**src/rtl/rom_sync_loadable.sv**
```systemverilog
// Loadable program memory with a registered CPU read port and a valid/ready loader.
// Define ROM_PARITY_EN to store an even-parity bit per word and add the parity_err port.
module rom_sync_loadable #(
  parameter int DATA_W = 8,
  parameter int ADDR_W = 8,
  parameter int DEPTH  = 128,
  parameter int BASE   = 0,
  localparam int CW    = $clog2(DEPTH + 1)
) (
  input  logic              clk,
  input  logic              reset,
  input  logic [ADDR_W-1:0] address,
  input  logic              rd_en,
  output logic [DATA_W-1:0] data_out,
  output logic              data_valid,
  output logic              range_err,
  output logic              busy,
  input  logic              ld_start,
  input  logic              ld_valid,
  input  logic [DATA_W-1:0] ld_data,
  input  logic              ld_last,
  output logic              ld_ready,
  output logic              ld_done,
`ifdef ROM_PARITY_EN
  output logic [CW-1:0]     ld_count,
  output logic              parity_err
`else
  output logic [CW-1:0]     ld_count
`endif
);

  localparam int IW = $clog2(DEPTH);
  localparam logic [CW-1:0]   PTR_MAX = CW'(DEPTH - 1);
  localparam logic [ADDR_W:0] WIN_LO  = (ADDR_W + 1)'(BASE);
  localparam logic [ADDR_W:0] WIN_HI  = (ADDR_W + 1)'(BASE + DEPTH);

  localparam logic [1:0] IDLE = 2'd0;
  localparam logic [1:0] LOAD = 2'd1;
  localparam logic [1:0] DONE = 2'd2;

  logic [1:0]        state_reg, state_next;
  logic [CW-1:0]     ptr_reg, ptr_next;
  logic [CW-1:0]     count_reg, count_next;
  logic [DATA_W-1:0] data_out_reg;
  logic              data_valid_reg;
  logic              range_err_reg;

  // No reset on the array: the configuration image leaves it all zeros and loads survive reset.
  logic [DATA_W-1:0] mem [DEPTH];

  logic              beat;
  logic              in_win;
  logic [ADDR_W:0]   addr_x;
  logic [IW-1:0]     rd_idx;
  logic [DATA_W-1:0] rd_word;

  assign beat    = (state_reg == LOAD) && ld_valid;
  assign addr_x  = {1'b0, address};
  assign in_win  = (addr_x >= WIN_LO) && (addr_x < WIN_HI);
  assign rd_idx  = IW'(addr_x - WIN_LO);
  assign rd_word = mem[rd_idx];

  always_comb begin
    state_next = state_reg;
    ptr_next   = ptr_reg;
    count_next = count_reg;
    unique case (state_reg)
      IDLE: begin
        if (ld_start) begin
          state_next = LOAD;
          ptr_next   = '0;
        end
      end
      LOAD: begin
        if (ld_valid) begin
          ptr_next = ptr_reg + 1'b1;
          if (ld_last || (ptr_reg == PTR_MAX)) begin
            state_next = DONE;
          end
        end
      end
      DONE: begin
        count_next = ptr_reg;
        state_next = IDLE;
      end
      default: state_next = IDLE;
    endcase
  end

  always_ff @(posedge clk or negedge reset) begin
    if (!reset) begin
      state_reg <= IDLE;
      ptr_reg   <= '0;
      count_reg <= '0;
    end else begin
      state_reg <= state_next;
      ptr_reg   <= ptr_next;
      count_reg <= count_next;
    end
  end

  always_ff @(posedge clk) begin
    if (beat) begin
      mem[ptr_reg[IW-1:0]] <= ld_data;
    end
  end

  // Reads are serviced only in IDLE; a refused read still clears the result registers.
  always_ff @(posedge clk or negedge reset) begin
    if (!reset) begin
      data_out_reg   <= '0;
      data_valid_reg <= 1'b0;
      range_err_reg  <= 1'b0;
    end else if (rd_en) begin
      if (state_reg != IDLE) begin
        data_out_reg   <= '0;
        data_valid_reg <= 1'b0;
        range_err_reg  <= 1'b0;
      end else if (in_win) begin
        data_out_reg   <= rd_word;
        data_valid_reg <= 1'b1;
        range_err_reg  <= 1'b0;
      end else begin
        data_out_reg   <= '0;
        data_valid_reg <= 1'b1;
        range_err_reg  <= 1'b1;
      end
    end else begin
      data_valid_reg <= 1'b0;
    end
  end

`ifdef ROM_PARITY_EN
  logic mem_par [DEPTH];
  logic parity_err_reg;
  logic par_bad;

  assign par_bad = mem_par[rd_idx] ^ (^rd_word);

  always_ff @(posedge clk) begin
    if (beat) begin
      mem_par[ptr_reg[IW-1:0]] <= ^ld_data;
    end
  end

  always_ff @(posedge clk or negedge reset) begin
    if (!reset) begin
      parity_err_reg <= 1'b0;
    end else if (rd_en) begin
      parity_err_reg <= (state_reg == IDLE) && in_win && par_bad;
    end
  end

  assign parity_err = parity_err_reg;
`endif

  assign data_out   = data_out_reg;
  assign data_valid = data_valid_reg;
  assign range_err  = range_err_reg;
  assign busy       = (state_reg != IDLE);
  assign ld_ready   = (state_reg == LOAD);
  assign ld_done    = (state_reg == DONE);
  assign ld_count   = count_reg;

endmodule

```
**config.mk**
```make
export PLATFORM = sky130hd
export DESIGN_NAME = rom_sync_loadable
export DESIGN_NICKNAME = d
export VERILOG_FILES = /design/src/rtl/rom_sync_loadable.sv
export SDC_FILE = /design/constraint.sdc
export NUM_CORES = 1
export LEC_CHECK = 0
export CAP_MARGIN = 25
export CORE_MARGIN = 2
export CORE_UTILIZATION = 45
export CTS_BUF_LIST = sky130_fd_sc_hd__clkbuf_4
export DETAILED_ROUTE_END_ITERATION = 8
export HOLD_SLACK_MARGIN = 0.12
export PLACE_DENSITY_LB_ADDON = 0.05
export SETUP_SLACK_MARGIN = 0.2
export SLEW_MARGIN = 5
export SYNTH_ARGS = -nofsm -noshare
export SYNTH_HDL_FRONTEND = slang
export SYNTH_SLANG_ARGS = --single-unit
export TNS_END_PERCENT = 50
```
**constraint.sdc**
```tcl
create_clock -name clk -period 6.02 [get_ports clk]
set_input_delay 0.903 -clock clk [delete_from_list [all_inputs] [get_ports clk]]
set_output_delay 0.903 -clock clk [all_outputs]
set_load 0.005 [all_outputs]
```
==> results.py, run 1 <==
metrics = {
    "floorplan": {
        "ios": 43,
        "initial_core_util_pct": 45.3,
        "core-area_sq_mm": 0.0930,
        "die_y_um": 310,
        "die_x_um": 310,
        "die-area_sq_mm": 0.0961,
        "row_count": 112,
    },
    "synth": {
        "ys.flop_type": "edfxtp_1",
        "synth_warnings": 0,
        "synth-async-reset-ratio_pct": 2.66,
        "yosysSeqAreaShare_pct": 74.7,
        "avgSynthCellArea_sq_um": 18.8,
        "mappedNetlistNets": 2268,
        "synth-seq-cells": 1052,
        "synth_edf_count": 1024,
        "ys_types": 59,
        "netlist_instances": 2245,
        "post_synth_instance_area_sq_mm": 0.0421,
    },
    "global_route": {
        "grt_pass1_wl_um": 162000,
        "first_global_vias": 22864,
        "grt_max_degree": 93,
        "antenna_found_initial": 4,
        "grt_overflow": 0,
        "grt_util_all_layers_pct": 24.0,
    },
    "power_and_ir_drop": {
        "pwr-share-seq_pct": 54.0,
        "p_leak_nw": 15.7,
        "intPower_w": 0.0116,
        "p_comb_share_pct": 6.2,
        "p_sw_share_pct": 23.2,
        "p_sw_w": 0.00350,
        "p_per_area_mw_per_mm2": 324,
        "peakVddDrop_mv": 0.196,
        "power_frac_clock_pct": 39.8,
    },
    "min_path": {
        "hold_end": "mem[31][5]",
        "hold_path_depth": 1,
        "holdCritStartpoint": "ld_data[5]",
        "hold_class": "input port to flip-flop",
    },
    "sta": {
        "hold_viol_final": 0,
        "max_slew_margin_pct": 26.3,
        "timing.final.crit_share_pct": 62.2,
        "fmax_mhz": 267,
        "slew_violations": 0,
        "rsz0062_at_grt": "no",
        "fin_skew_ns": 0.0522,
        "finalSetupViolCount": 0,
        "tns_ns": 0,
        "tightest_slew_ns": 1.11,
        "period_needed_ns": 3.74,
    },
    "critical_path": {
        "rr_worst_depth": 4,
        "path_delay_family": "buffers and inverters",
        "worstSetupStartpointType": "flip-flop",
        "worstReg2RegEnd": "mem[106][1]",
        "path_buf_inv": 2,
        "crit_arrival_ns": 2.84,
        "required_ns": 5.12,
        "worstSetupPathType": "flip-flop to output port",
        "reg2reg_from": "state_reg[1]",
        "cp-end-kind": "output port",
        "slowest_stage": "clkdlybuf4s50_1",
        "cpPeakStageDelay_ns": 0.55,
        "crit_path_cell_trace": "nand2b_1 > inv_1 > clkdlybuf4s50_1",
        "r2r_slack_ns": 2.61,
        "critPathMaxFanout": 12,
    },
    "cts": {
        "htreeDepth": 5,
        "clock_sinks": 1052,
        "clk_latency_ns": 1.16,
        "cts_max_path_buffers": 4,
        "cts.clk_slew.worst_paths_ns": 0.06,
        "cts_buffers": 293,
        "cts-root-buf": "clkbuf_4",
        "post_cts_buffers": 0,
        "cts_tree": "done",
    },
    "flow_run": {
        "drv_cap": 0,
    },
    "drt": {
        "drt-wirelength-per-cell_um": 29.0,
        "vias": 22433,
        "routed_wl_um": 113000,
        "dr.pass1.iters": 5,
        "vias_per_cell": 5.74,
        "drtIter0Drc": 2300,
        "ant_nets": 0,
        "drcViolationCount": 0,
    },
    "finish": {
        "drive_gt1_share_pct": 22.4,
        "finish.net_count": 2510,
        "utilization_pct": 50.1,
        "area_growth_pct": 10.7,
        "largest_register_ffs": 1024,
    },
    "placed_design": {
        "gp_congestion": 0.871,
        "place.detailed.hpwl_um": 70400,
        "portBuffers": 42,
    },
    "run_status": {
        "outcome": "completed",
    },
}
-- through the flow --
stage	instances	instance area, sq um	worst slack [ns]	hold slack, ns	total power, W
final	3907	46600	2.28	0.276	0.0151
after global routing	3906	46600	2.13	0.202	0.0157
after CTS	3899	46600	2.17	0.163	0.0153
after detailed placement	3440	43200	1.59	0.552	0.00925
after global placement	3437	43200	1.62	0.521	0.00924
after floorplan	2245	42100	3.26	0.473	0.00880
-- cell type report --
cell class	instances	area [sq um]
tap	1254	1570
fill	7835	46400
timing repair buffer	86	788
clock buffer	414	3110
multi-input combinational	1047	9470
clock inverter	44	219
inverter	7	26.3
antenna	3	7.51
sequential	1052	31500
-- metal layers --
layer  vias up  routed length (um)  track usage, %  share of wire (%)
li1       9708                   -               -                  -
met5         -                   8               0             0.0071
met4         2                2380            7.64                2.1
met3       139                7870            5.66                6.9
met2       880               53400            37.3                 47
met1     11704               49700            33.6                 44
-- cell usage after synthesis, drive strengths merged (2+ instances only) --
| master | instances | area (sq um) |
|---|---|---|
| a221oi | 15 | 131 |
| nor4b | 4 | 95.1 |
| a31oi | 7 | 43.8 |
| and4 | 2 | 17.5 |
| a22oi | 118 | 891 |
| nor2b | 8 | 50.1 |
| a21oi | 12 | 60.1 |
| xnor2 | 3 | 26.3 |
| mux2 | 12 | 135 |
| nor3 | 27 | 160 |
| and2b | 6 | 45.0 |
| o22ai | 23 | 144 |
| clkbuf | 30 | 134 |
| o31ai | 8 | 60.1 |
| edfxtp | 1024 | 30700 |
| mux2i | 312 | 3120 |
| or3 | 3 | 18.8 |
| and4bb | 4 | 50.1 |
| o221ai | 22 | 193 |
| mux4 | 104 | 2480 |
| and2 | 4 | 25.0 |
| and3 | 3 | 18.8 |
| nor4 | 5 | 46.3 |
| o21ai | 14 | 70.1 |
| nand3 | 28 | 140 |
| inv | 7 | 26.3 |
| and4b | 3 | 30.0 |
| nand2 | 55 | 206 |
| or2 | 9 | 56.3 |
| o22a | 15 | 131 |
| buf | 108 | 1070 |
| nor2 | 178 | 676 |
| nand4 | 18 | 113 |
| dfrtp | 28 | 701 |
| nand2b | 14 | 87.6 |
-- worst register-to-register path, stage by stage (launching register included) --
cell and delay [ns]:
dfrtp_1 0.39, and2b_1 0.38, and2_1 0.45, nand3_2 0.71
nor2_1 1.05
-- power by group through the flow --
stage / Clock (W) / Combinational (W) / Sequential [W]
after floorplan: 0 / 0.000523 / 0.00827
after global placement: 0 / 0.000929 / 0.00831
after detailed placement: 0 / 0.000936 / 0.00831
after CTS: 0.00616 / 0.000937 / 0.00816
after global routing: 0.00656 / 0.000993 / 0.00816
final: 0.00600 / 0.000937 / 0.00816
-- cells by family after synthesis --
logic type | synth area share [%]
AND/OR/NAND/NOR | 4.40
adder cells (fa/ha/maj) | 0.0297
multiplexers | 13.6
XOR/XNOR | 0.0832
buffers and inverters | 2.95
AO/OA/AOI/OAI | 4.24
flip-flops | 74.7
-- worst max path at each step --
stage	slack, ns	cells after the start	endpoint	startpoint
2_1_floorplan	3.26	4	mem[72][0]	ld_valid
3_3_place_gp	1.62	8	data_out[1]	address[3]
3_5_place_dp	1.59	8	data_out[1]	address[3]
4_1_cts	2.17	3	ld_done	state_reg[0]
5_1_grt	2.13	3	ld_done	state_reg[0]
6_report	2.28	3	ld_done	state_reg[0]
-- timing repair --
| item | 4_1_cts | 5_1_grt |
|---|---|---|
| hold endpoints to repair | 28 | 0 |
| hold buffers | 1 | 0 |
| gates resized for setup | 0 | 0 |
-- cell usage in the layout (no fill, tap or decap), drive strengths merged, types with 33 or more instances in the layout --
master,count
nand2,55
mux4,104
mux2i,312
nor2,178
a22oi,118
clkinv,33
edfxtp,1024
buf,57
clkbuf,414
(Power assumes the default switching activity.)
==> run 2: changes to the inputs <==
==> constraint.sdc (replaced) <==
create_clock -name clk -period 3.3 [get_ports clk]
set_input_delay 0.495 -clock clk [delete_from_list [all_inputs] [get_ports clk]]
set_output_delay 0.495 -clock clk [all_outputs]
set_load 0.005 [all_outputs]
==> results.py, run 2 (synthesis results as in run 1) <==
metrics = {
    "floorplan": {
        "core-area_sq_mm": 0.0930,
        "initial_core_util_pct": 45.3,
        "row_count": 112,
        "die-area_sq_mm": 0.0961,
        "die_y_um": 310,
        "die_x_um": 310,
        "ios": 43,
    },
    "global_route": {
        "grt_util_all_layers_pct": 24.2,
        "use_met3_pct": 5.65,
        "grt_max_degree": 129,
        "grt_overflow": 0,
        "antenna_found_initial": 5,
        "grt_pass1_wl_um": 163000,
        "grt_use_met1_pct": 34.1,
        "top_usage_layer": "met2",
        "first_global_vias": 23786,
        "grt_util_met2_pct": 37.0,
    },
    "finish": {
        "largest_register_ffs": 1024,
        "multiInputGateArea_sq_mm": 0.00946,
        "utilization_pct": 52.1,
        "final_cell_mix": "edfxtp_1, clkbuf_4, mux2i_1",
        "fin_cells": 4119,
        "final_common_cell": "edfxtp_1",
        "drive_gt1_share_pct": 27.8,
        "register_area_sq_mm": 0.0315,
        "finish.net_count": 2718,
        "final.fill_count": 7722,
        "area_growth_pct": 15.1,
    },
    "critical_path": {
        "cpPeakStageDelay_ns": 0.56,
        "crit_arrival_ns": 2.50,
        "worstReg2RegEnd": "mem[3][5]",
        "rr_worst_depth": 5,
        "slowest_stage": "clkdlybuf4s50_1",
        "crit_path_cell_trace": "nand2b_1 > inv_1 > clkdlybuf4s50_1",
        "critPathMaxFanout": 3,
        "path_delay_family": "buffers and inverters",
        "required_ns": 2.80,
        "reg2reg_from": "state_reg[1]",
        "path_buf_inv": 2,
        "worstSetupPathType": "flip-flop to output port",
        "r2r_slack_ns": 0.71,
        "worstSetupStartpointType": "flip-flop",
        "cp-end-kind": "output port",
    },
    "sta": {
        "rsz0062_at_grt": "no",
        "hold_viol_final": 0,
        "fin_skew_ns": 0.0752,
        "timing.final.crit_share_pct": 90.9,
        "max_slew_margin_pct": 38.7,
        "finalSetupViolCount": 0,
        "tns_ns": 0,
        "slew_violations": 0,
        "period_needed_ns": 3.00,
        "fmax_mhz": 334,
        "tightest_slew_ns": 0.919,
    },
    "cts": {
        "clk_latency_ns": 1.13,
        "cts_max_path_buffers": 4,
        "cts_tree": "done",
        "htreeDepth": 5,
        "clock_sinks": 1052,
        "cts-root-buf": "clkbuf_4",
        "cts.clk_slew.worst_paths_ns": 0.06,
        "cts_buffers": 290,
    },
    "placed_design": {
        "place.detailed.hpwl_um": 74400,
        "place_inst": 3642,
        "gp_congestion": 0.857,
        "portBuffers": 42,
    },
    "drt": {
        "vias_per_cell": 5.64,
        "drtIter0Drc": 2489,
        "drcViolationCount": 0,
        "ant_nets": 0,
        "routed_wl_um": 115000,
        "dr.pass1.iters": 6,
        "drt-wirelength-per-cell_um": 28.0,
        "vias": 23251,
    },
    "run_status": {
        "outcome": "completed",
    },
    "power_and_ir_drop": {
        "peakVddDrop_mv": 0.344,
        "p_per_area_mw_per_mm2": 571,
        "total_power_w": 0.0277,
        "p_leak_nw": 16.9,
    },
    "min_path": {
        "hold_end": "data_out[6]",
        "hold_class": "input port to flip-flop",
        "holdCritStartpoint": "address[0]",
        "hold_path_depth": 6,
    },
    "flow_run": {
        "drv_cap": 0,
    },
}
-- run 2: worst reg2reg max path, delay by kind of cell (launching register included) --
| kind | cells | cell delay, ns |
|---|---|---|
| and+or+nand+nor | 4 | 1.60 |
| DFF | 1 | 0.40 |
| buffers and inverters | 1 | 0.25 |
-- run 2: report_power, final --
group / switching [W] / internal (W)
registers: 0.000126 / 0.0148
clock network: 0.00507 / 0.00586
logic: 0.00121 / 0.000665
-- run 2: how the worst max path moves through the flow --
| stage | from | endpoint | slack, ns | cells after the start |
|---|---|---|---|---|
| 2_1_floorplan | state_reg[1] | mem[72][0] | 0.79 | 5 |
| 6_report | state_reg[0] | ld_done | 0.30 | 3 |
| 3_5_place_dp | address[0] | data_out[2] | -0.12 | 7 |
| 3_3_place_gp | address[0] | data_out[2] | -0.14 | 7 |
| 4_1_cts | state_reg[0] | ld_done | 0.21 | 3 |
| 5_1_grt | state_reg[0] | ld_done | 0.21 | 3 |
-- run 2: area by class of cell --
cell class	instances	share of cell area, %
sequential	1052	64.9
inverter	7	0.0542
tap	1254	3.24
antenna	2	0.0103
clock inverter	38	0.366
clock buffer	422	6.53
multi-input combinational	1047	19.5
timing repair buffer	297	5.42
-- run 2: what timing repair did --
action | in CTS | in global routing
gates resized for setup | 1 | 0
setup buffers | 0 | 0
hold endpoints to repair | 693 | 0
setup endpoints to repair | 1 | 0
hold buffers | 15 | 0
-- run 2: stage by stage --
stage / area [sq um] / hold WS, ns / worst slack [ns]
floorplan: 42100 / 0.199 / 0.789
global placement: 45000 / 0.515 / -0.136
detailed placement: 45000 / 0.530 / -0.115
CTS: 48500 / 0.172 / 0.210
global route: 48500 / 0.240 / 0.211
finish: 48500 / 0.301 / 0.302
-- run 2: per-layer routing --
layer  part of all wire, %  vias up
met5                 0.011        -
met4                   2.7        2
met3                   7.0      173
met2                    46      957
met1                    44    11950
li1                      -    10169
==> run 3: changes to the inputs <==
--- a/config.mk
+++ b/config.mk
@@ -13,6 +13,7 @@
 export HOLD_SLACK_MARGIN = 0.12
 export PLACE_DENSITY_LB_ADDON = 0.05
 export SETUP_SLACK_MARGIN = 0.2
+export SKIP_CTS_REPAIR_TIMING = 1
 export SLEW_MARGIN = 5
 export SYNTH_ARGS = -nofsm -noshare
 export SYNTH_HDL_FRONTEND = slang
==> results.py, run 3 (synthesis results as in run 1) <==
metrics = {
    "global_route": {
        "antenna_found_initial": 5,
        "grt_overflow": 0,
        "grt_util_all_layers_pct": 24.2,
        "first_global_vias": 23740,
        "grt_max_degree": 129,
        "grt_pass1_wl_um": 163000,
    },
    "min_path": {
        "hold_class": "input port to flip-flop",
        "hold_path_depth": 2,
        "hold_end": "state_reg[1]",
        "holdCritStartpoint": "ld_last",
    },
    "critical_path": {
        "reg2reg_from": "state_reg[1]",
        "required_ns": 2.80,
        "r2r_slack_ns": 0.72,
        "rr_worst_depth": 5,
        "crit_arrival_ns": 2.52,
        "critPathMaxFanout": 3,
        "worstSetupPathType": "flip-flop to output port",
        "worstReg2RegEnd": "mem[72][2]",
        "cp-end-kind": "output port",
        "worstSetupStartpointType": "flip-flop",
    },
    "placed_design": {
        "portBuffers": 42,
        "gp_congestion": 0.857,
        "place.detailed.hpwl_um": 74400,
        "pre_cts_ws_ns": -0.115,
    },
    "sta": {
        "slew_violations": 0,
        "max_slew_margin_pct": 38.0,
        "hold_ws_ns": 0.207,
        "setup_slack_ns": 0.288,
        "finalSetupViolCount": 0,
        "period_needed_ns": 3.01,
        "tightest_slew_ns": 0.930,
        "rsz0062_at_grt": "no",
        "fin_skew_ns": 0.0719,
        "fmax_mhz": 332,
        "timing.final.crit_share_pct": 91.3,
        "hold_viol_final": 0,
    },
    "cts": {
        "htreeDepth": 5,
        "cts_tree": "done",
        "cts.clk_slew.worst_paths_ns": 0.06,
        "cts_buffers": 290,
        "cts_max_path_buffers": 4,
        "cts-root-buf": "clkbuf_4",
        "clock_sinks": 1052,
        "clk_latency_ns": 1.12,
    },
    "power_and_ir_drop": {
        "total_power_w": 0.0277,
        "p_per_area_mw_per_mm2": 571,
        "p_leak_nw": 16.9,
        "peakVddDrop_mv": 0.343,
    },
    "flow_run": {
        "drv_cap": 0,
    },
    "drt": {
        "vias_per_cell": 5.65,
        "vias": 23242,
        "drtIter0Drc": 2406,
        "drt-wirelength-per-cell_um": 28.0,
        "ant_nets": 0,
        "dr.pass1.iters": 5,
        "drcViolationCount": 0,
        "routed_wl_um": 115000,
    },
    "floorplan": {
        "row_count": 112,
        "die_x_um": 310,
        "die-area_sq_mm": 0.0961,
        "ios": 43,
        "initial_core_util_pct": 45.3,
        "die_y_um": 310,
        "core-area_sq_mm": 0.0930,
    },
    "finish": {
        "utilization_pct": 52.1,
        "final_common_cell": "edfxtp_1",
        "largest_register_ffs": 1024,
        "area_growth_pct": 15.0,
        "drive_gt1_share_pct": 27.8,
        "final_cell_mix": "edfxtp_1, clkbuf_4, mux2i_1",
        "finish.net_count": 2715,
    },
    "run_status": {
        "outcome": "completed",
    },
}
==> run 3: worst max-delay path by stage <==
stage                            start          end  cells after the start
after detailed placement    address[0]  data_out[2]                      7
after global placement      address[0]  data_out[2]                      7
after floorplan           state_reg[1]   mem[72][0]                      5
after global routing      state_reg[0]      ld_done                      3
after CTS                 state_reg[1]         busy                      3
final                     state_reg[0]      ld_done                      3
==> run 3: layer usage <==
metal	up-vias	global-route usage (%)	wire length (um)	share of wire, %
met5	-	0	13	0.011
met4	2	9.08	3120	2.7
met3	177	5.63	7980	6.9
met2	897	36.9	53400	46
met1	12014	34.1	50600	44
li1	10152	-	-	-
==> run 3: cell type report <==
class	instances	area, sq um
fillers	7720	44600
flip-flops and latches	1052	31500
multi-input cells	1047	9460
clock buffers	422	3170
repair buffers	294	2600
well taps	1254	1570
clock inverters	38	178
inverters	7	26.3
diodes	3	7.51
==> run 3: through the flow <==
step,instances,area [sq um],setup TNS (ns)
global route,4115,48500,0
global placement,3642,45000,-0.136
detailed placement,3642,45000,-0.164
CTS,4102,48300,0
floorplan,2245,42100,0
finish,4117,48500,0
==> run 3: power breakdown <==
part | switching (W) | internal [W] | leakage, nW
registers | 0.000124 | 0.0148 | 9.58
logic | 0.00121 | 0.000663 | 5.30
clock network | 0.00507 | 0.00586 | 2.04
==> run 3: critical path: stages, from the launching register on <==
cell             delay, ns
dfrtp_1               0.39
nand2b_1              0.20
inv_1                 0.24
clkdlybuf4s50_1       0.56
